$ cat src/rtl/lcm_div_if.sv
// Request/result bundle for lcm_div: operands and start in, quotients,
// remainders and status out.
interface lcm_div_if;
  logic       go_i;
  logic [7:0] l_i;
  logic [7:0] x_i;
  logic [7:0] y_i;
  logic [7:0] qx_o;
  logic [7:0] rx_o;
  logic [7:0] qy_o;
  logic [7:0] ry_o;
  logic       ok_o;
  logic       err_o;
  logic       busy_o;
  logic       done_o;

  modport master (
    output go_i, l_i, x_i, y_i,
    input  qx_o, rx_o, qy_o, ry_o, ok_o, err_o, busy_o, done_o
  );

  modport slave (
    input  go_i, l_i, x_i, y_i,
    output qx_o, rx_o, qy_o, ry_o, ok_o, err_o, busy_o, done_o
  );
endinterface

$ cat src/rtl/lcm_div.sv
// Divides one candidate common multiple by two divisors using repeated
// subtraction, reporting both quotients/remainders and whether both divide.
module lcm_div (
  input  logic      clk,
  input  logic      rst,
  lcm_div_if.slave  bus
);

  typedef enum logic [1:0] {IDLE, SUBX, SUBY, DONE} state_t;

  state_t     state;
  logic [7:0] acc;
  logic [7:0] l_r;
  logic [7:0] x_r;
  logic [7:0] y_r;
  logic [7:0] qx;
  logic [7:0] rx;
  logic [7:0] qy;
  logic [7:0] ry;
  logic       err;
  logic       ok;

  // NOTE: every register here is written with <= so that all of them see
  // the pre-edge values of acc/qx/qy within the same clock edge.
  always_ff @(posedge clk) begin
    if (rst) begin
      state <= IDLE;
      acc   <= '0;
      l_r   <= '0;
      x_r   <= '0;
      y_r   <= '0;
      qx    <= '0;
      rx    <= '0;
      qy    <= '0;
      ry    <= '0;
      err   <= 1'b0;
      ok    <= 1'b0;
    end else begin
      case (state)
        IDLE: begin
          if (bus.go_i) begin
            l_r <= bus.l_i;
            x_r <= bus.x_i;
            y_r <= bus.y_i;
            acc <= bus.l_i;
            qx  <= '0;
            rx  <= '0;
            qy  <= '0;
            ry  <= '0;
            ok  <= 1'b0;
            // A zero divisor skips the subtraction loops entirely.
            if (bus.x_i == 8'd0 || bus.y_i == 8'd0) begin
              err   <= 1'b1;
              state <= DONE;
            end else begin
              err   <= 1'b0;
              state <= SUBX;
            end
          end
        end
        SUBX: begin
          if (acc >= x_r) begin
            acc <= acc - x_r;
            qx  <= qx + 8'd1;
          end else begin
            rx    <= acc;
            acc   <= l_r;
            state <= SUBY;
          end
        end
        SUBY: begin
          if (acc >= y_r) begin
            acc <= acc - y_r;
            qy  <= qy + 8'd1;
          end else begin
            ry    <= acc;
            // rx is already final here; acc is the remainder being stored.
            ok    <= (rx == 8'd0) && (acc == 8'd0);
            state <= DONE;
          end
        end
        DONE:    state <= IDLE;
        default: state <= IDLE;
      endcase
    end
  end

  assign bus.qx_o   = qx;
  assign bus.rx_o   = rx;
  assign bus.qy_o   = qy;
  assign bus.ry_o   = ry;
  assign bus.err_o  = err;
  assign bus.ok_o   = ok;
  assign bus.busy_o = (state != IDLE);
  assign bus.done_o = (state == DONE);

endmodule

$ cat src/flat_wrapper.sv
// flat-port wrapper written by rule: the top's interface ports become plain ports
module lcm_div_flat 
  (clk, rst, bus_go_i, bus_l_i, bus_x_i, bus_y_i, bus_qx_o, bus_rx_o, bus_qy_o, bus_ry_o, bus_ok_o, bus_err_o, bus_busy_o, bus_done_o);
  lcm_div_if bus_i ();
  input  logic clk;
  input  logic rst;
  input wire logic [$bits(bus_i.go_i)-1:0] bus_go_i;
  input wire logic [$bits(bus_i.l_i)-1:0] bus_l_i;
  input wire logic [$bits(bus_i.x_i)-1:0] bus_x_i;
  input wire logic [$bits(bus_i.y_i)-1:0] bus_y_i;
  output wire logic [$bits(bus_i.qx_o)-1:0] bus_qx_o;
  output wire logic [$bits(bus_i.rx_o)-1:0] bus_rx_o;
  output wire logic [$bits(bus_i.qy_o)-1:0] bus_qy_o;
  output wire logic [$bits(bus_i.ry_o)-1:0] bus_ry_o;
  output wire logic [$bits(bus_i.ok_o)-1:0] bus_ok_o;
  output wire logic [$bits(bus_i.err_o)-1:0] bus_err_o;
  output wire logic [$bits(bus_i.busy_o)-1:0] bus_busy_o;
  output wire logic [$bits(bus_i.done_o)-1:0] bus_done_o;
  assign bus_i.go_i = bus_go_i;
  assign bus_i.l_i = bus_l_i;
  assign bus_i.x_i = bus_x_i;
  assign bus_i.y_i = bus_y_i;
  assign bus_qx_o = bus_i.qx_o;
  assign bus_rx_o = bus_i.rx_o;
  assign bus_qy_o = bus_i.qy_o;
  assign bus_ry_o = bus_i.ry_o;
  assign bus_ok_o = bus_i.ok_o;
  assign bus_err_o = bus_i.err_o;
  assign bus_busy_o = bus_i.busy_o;
  assign bus_done_o = bus_i.done_o;
  lcm_div u_core (.clk(clk), .rst(rst), .bus(bus_i));
endmodule
$ cat config.mk
export PLATFORM = sky130hd
export DESIGN_NAME = lcm_div_flat
export DESIGN_NICKNAME = d
export VERILOG_FILES = /design/src/rtl/lcm_div_if.sv /design/src/rtl/lcm_div.sv /design/src/flat_wrapper.sv
export SDC_FILE = /design/constraint.sdc
export NUM_CORES = 1
export LEC_CHECK = 0
export BUFFER_PORTS_ARGS = -buffer_cell sky130_fd_sc_hd__buf_2
export CAP_MARGIN = 25
export CORE_UTILIZATION = 35
export CTS_BUF_LIST = sky130_fd_sc_hd__clkbuf_4 sky130_fd_sc_hd__clkbuf_8
export CTS_CLUSTER_DIAMETER = 40
export DETAILED_ROUTE_END_ITERATION = 12
export PLACE_DENSITY_LB_ADDON = 0.08
export REMOVE_ABC_BUFFERS = 1
export SETUP_SLACK_MARGIN = 0.4
export SLEW_MARGIN = 15
export SYNTH_ARGS = -nofsm -noshare
export SYNTH_HDL_FRONTEND = slang
export SYNTH_SLANG_ARGS = --single-unit
$ cat constraint.sdc
create_clock -name clk -period 7.3 [get_ports clk]
set_clock_uncertainty 0.15 [all_clocks]
set_input_delay 0 -clock clk [delete_from_list [all_inputs] [get_ports clk]]
set_output_delay 0 -clock clk [all_outputs]
set_load 0.05 [all_outputs]
[Word level (Yosys, flattened, before mapping)]
Index checks and enable logic that the tools add are counted.
Word-level totals
  register bits after elaboration: 68
  logic and storage cells: 65
  output and inout port bits: 36
  bits of input ports: 27
Cells by class
  equality and inequality tests: 8
  mux-type cells: 22
  $lt $le $gt $ge: 2
  reduce and logical (&&, ||, !) cells: 18
  add/sub/neg operators: 4
Operator list (count)
  8-bit two-way mux: 8
  8-bit one-hot mux with 2 select lines: 4
  8-bit zero test: 4
  8-bit one-hot mux with 3 select lines: 1
  3-bit AND reduction: 6
  8-bit by 1-bit adder with 8-bit output (second input constant): 2
  8-bit greater-or-equal comparator: 2
  8-bit subtractor: 2
  2-bit two-way mux: 4
  2-bit one-hot mux with 4 select lines: 1
  2-bit != test (second input constant): 3
  2-bit nonzero test: 3
  2-bit == test (second input constant): 2
  2-bit by 1-bit != test with 1-bit output (second input constant): 2
  1-bit two-way mux: 3
  3-bit nonzero test: 1
  2-bit by 1-bit == test with 1-bit output (second input constant): 1
  2-bit zero test: 1
  1-bit one-hot mux with 2 select lines: 1
  2-bit AND reduction: 1
  1-bit logical AND: 1
  1-bit logical OR: 1

[Logic depth before layout (Yosys ltp)]
  depth after elaboration: 5
  depth in mapped cells: 12
  gate-level depth less buffers: 10

[Worst setup path before layout]
OpenSTA, ideal clock, no wires.
  kind: reg2reg
  from: register u_core.acc[0]
  to: register u_core.acc[6]
  data required time: 7.033 ns
  data arrival time: 2.236 ns
  stages on the path, launching flop included: 12
  library setup time: 0.117 ns
  setup slack: 4.796 ns
  path through: dfxtp_1 inv_1 ha_1 inv_1 fa_1 nand3_1 and3_1 o311a_1 buf_6 a21bo_1 a211o_1 a32o_1
Between the ends
  longest elaborated chain between the ends: 3
  elaborated cells between the ends (all ways): 9
  classes of those cells: add/sub (2); order compare (2); eq/ne (1); mux (3); reduce/logical (1)
Ends and longest elaborated chain
  from (decl): RTL line lcm_div.sv:12  | logic [7:0] acc;
  from (signal assigned): RTL line lcm_div.sv:45  | acc <= bus.l_i;
  from (signal assigned): RTL line lcm_div.sv:63  | acc <= acc - x_r;
  from (signal assigned): RTL line lcm_div.sv:67  | acc <= l_r;
  8-bit subtractor (tied with other cells): RTL line lcm_div.sv:73  | acc <= acc - y_r;
  8-bit two-way mux (tied with other cells): RTL line lcm_div.sv:72  | if (acc >= y_r) begin
  8-bit one-hot mux with 3 select lines / 3-bit AND reduction (equally long branches)
Parallel ways exist; a longest one is shown, timed or not. The select of a mux whose other input is x is not followed.
A chain may end at the register's enable or synchronous reset.

[Final worst setup path]
  from: register u_core.state[0]
  to: register u_core.acc[2]
Between the ends
  longest elaborated chain between the ends: 3
  elaborated cells between the ends (all ways): 8
  classes of those cells: eq/ne (4); mux (1); reduce/logical (3)
Ends and longest elaborated chain
  from (decl): RTL line lcm_div.sv:11  | state_t state;
  from (signal assigned): RTL line lcm_div.sv:27  | state <= IDLE;
  from (signal assigned): RTL line lcm_div.sv:54  | state <= DONE;
  from (signal assigned): RTL line lcm_div.sv:57  | state <= SUBX;
  2-bit == test (tied with other cells): RTL line lcm_div.sv:39  | case (state)
  2-bit by 1-bit != test with 1-bit output (no line) (tied with other cells)
  3-bit AND reduction (no line)
Parallel ways exist; a longest one is shown, timed or not.

==> reports/metrics.cfg <==
[detailed_routing]
drc=0
wl_per_cell_um=15.5
vias_per_cell=5.16
final_antenna_net_count=0
drt_iter0_markers=159
vias=3552
drt_wl_total_mm=10.7
first_pass_iters=4

[timing]
period_needed_ns=3.10
post-route-period-util=0.425
hold_viol=0
slew_viol_final=0
worst_pin_slew_ns=0.947
fmax_mhz=322
fin_ws_ns=4.20
rsz0062_at_grt=false
finalSetupTns_ns=0
setup_violations=0
relSlewSlack=0.367

[global_route]
grt_pass1_vias=3356
grt_overflow=0
grt_start_max_net_pins=53
grt_pass1_wl_mm=17.0
grt_usage=0.199
antenna_found_initial=0

[clocking]
cts_repair_resize_count=0
cts_sinks=68
hold_buffers=25
clockBufferDepth=2
htreeDepth=3
cts_root_buf=clkbuf_8
post_cts.repair.setup_buffers=0
tritoncts=built
cts_buffers=9
clkTransAtPathRegs_ns=0.08
clkLatencyLatePin_ns=0.36

[yosys]
synthArstFlopShare=0
yosys.cell_types.count=57
ys_seq_elements=68
synth_flop_cell=dfxtp_1
syn_area_um2=3740
yosysWarnings=0
yosysSeqAreaShare=0.364
syn_area_per_cell_um2=7.95
synthCells=471
yosys.area.top_type_share=0.364
synth_edf_count=0
synth.area.top_cells=dfxtp_1 36%, nand2_1 8.2%, ha_1 7.7%
yosys.area.top_type=dfxtp_1

[floorplanning]
die-area_um2=11100
start_util=0.361
num_io_pins=63
die_h_um=105
row_count=37
die_w_um=105
coreArea_um2=10400

[cells_and_area]
nets=600
n_antenna_cell=0
area_delta_synth_final_pct=21.9
final_common_cell=nand2_1
layout_common_cells=82 x nand2_1, 68 x dfxtp_1, 62 x buf_2
final_area_um2=4560
final_cell_count_no_fill=689
drive_above_1_share=0.177

[place]
gp_congestion=0.864
dp_cells=648
dpl_cell_area_um2=4140
dp_slack_ns=4.26
hpwl_mm=7.20
portBuffers=62

[power_and_ir_drop]
vdd_ir_drop_max_mv=0.164
p_leak_nw=1.85
p_per_area_nw_per_um2=364

[min_path]
min_path_cells=3
whs_endpoint=u_core.bus.qy_o[0]$_SDFFE_PP0P_
hold_class=in2reg
hold_path_startpoint=rst

[setup_path]
crit_family=simple AND/OR/NAND/NOR gates
crit_type=reg2reg
max_stage_delay_ns=0.67
critical_path.slowest_cell=ha_1
cp.buffers_inverters=2
cp-end-kind=flop
critPathMaxFanout=19
worst-path-stages=7
r2r-end=u_core.acc[2]$_SDFFE_PP0P_
arrival_ns=3.25
cp-start-kind=flop
crit_required_ns=7.45
r2r_start=u_core.state[0]$_SDFFE_PP0P_
rr_worst_depth=7
r2r_slack_ns=4.20
path_cells=inv_1, ha_1, inv_1, nor2_1, a21oi_1, nor2_1, a22o_1

[status]
status=completed

[run]
maxCapViolCount=0

[synthesized netlist by cell type, types with 6 or more instances]
cell type	number
nand4_1	7
nor4_1	9
clkbuf_1	16
nor3_1	7
xnor2_1	14
a22oi_1	9
or2_2	14
a32o_1	6
ha_1	23
nor2_1	36
a21oi_1	51
nand2_1	82
nand3_1	9
a21o_1	6
inv_1	30
dfxtp_1	68
[logic make-up (layout without fill, tap and decap cells)]
group	count (synthesis)	count (layout)	synth area share
buf+inv	53	135	0.0568
fa+ha+maj	25	25	0.0876
mux	4	4	0.0110
simple gates	184	184	0.228
compound gates	119	119	0.211
xor+xnor	18	18	0.0421
flops	68	68	0.364
[state kept, by name, summed over array words and instances (netlist names)]
name and flops:
u_core.x_r 8, u_core.state 2, u_core.bus.ok_o 1, u_core.acc 8, u_core.bus.qy_o 8, u_core.l_r 8
u_core.bus.err_o 1, u_core.bus.ry_o 8, u_core.y_r 8, u_core.bus.qx_o 8, u_core.bus.rx_o 8
[power by group]
| part | internal (W) | switching, W |
|---|---|---|
| registers | 0.000423 | 0.0000559 |
| clock network | 0.000134 | 0.000156 |
| logic | 0.000327 | 0.000563 |
| total | 0.000885 | 0.000774 |
[cell type report]
type,instances,area [µm²]
Clock buffer,11,145
Sequential cell,68,1360
Inverter,30,113
Multi-Input combinational cell,350,2170
Fill cell,1081,5810
Timing Repair Buffer,89,576
Tap cell,136,170
Clock inverter,5,27.5
[worst reg2reg max path, stage by stage (launching register included)]
cell     delay, ns
dfxtp_1       0.34
inv_1         0.12
ha_1          0.67
inv_1         0.35
nor2_1        0.43
a21oi_1       0.14
nor2_1        0.59
a22o_1        0.24
[metal layers]
| layer | GRT usage | share of wire | vias to the layer above | routed length, µm |
|---|---|---|---|---|
| met5 | 0 | 0 | - | 0 |
| met2 | 0.325 | 0.46 | 80 | 4900 |
| met4 | 0.0704 | 0.013 | 0 | 140 |
| li1 | - | - | 1808 | - |
| met1 | 0.260 | 0.49 | 1653 | 5190 |
| met3 | 0.0396 | 0.040 | 11 | 421 |
[stage by stage]
stage          hold slack [ns]   util  power [W]
2_1_floorplan          -0.0809      -    0.00112
3_3_place_gp            0.0987  0.399    0.00136
3_5_place_dp             0.108  0.399    0.00136
4_1_cts                 0.0636  0.440    0.00166
5_1_grt                 0.0895  0.440    0.00178
6_report                0.0755  0.440    0.00166
[worst max path at each step]
| stage | start | endpoint | slack [ns] |
|---|---|---|---|
| 2_1_floorplan | u_core.acc[0]$_SDFFE_PP0P_ | u_core.acc[6]$_SDFFE_PP0P_ | 4.71 |
| 3_3_place_gp | u_core.acc[0]$_SDFFE_PP0P_ | u_core.bus.rx_o[1]$_SDFFE_PP0P_ | 4.39 |
| 6_report | u_core.state[0]$_SDFFE_PP0P_ | u_core.acc[2]$_SDFFE_PP0P_ | 4.20 |
| 5_1_grt | u_core.state[0]$_SDFFE_PP0P_ | u_core.acc[2]$_SDFFE_PP0P_ | 3.94 |
| 4_1_cts | u_core.state[0]$_SDFFE_PP0P_ | u_core.acc[2]$_SDFFE_PP0P_ | 4.22 |
| 3_5_place_dp | u_core.state[0]$_SDFFE_PP0P_ | u_core.acc[0]$_SDFFE_PP0P_ | 4.26 |
Power figures use the tool's default switching activity.
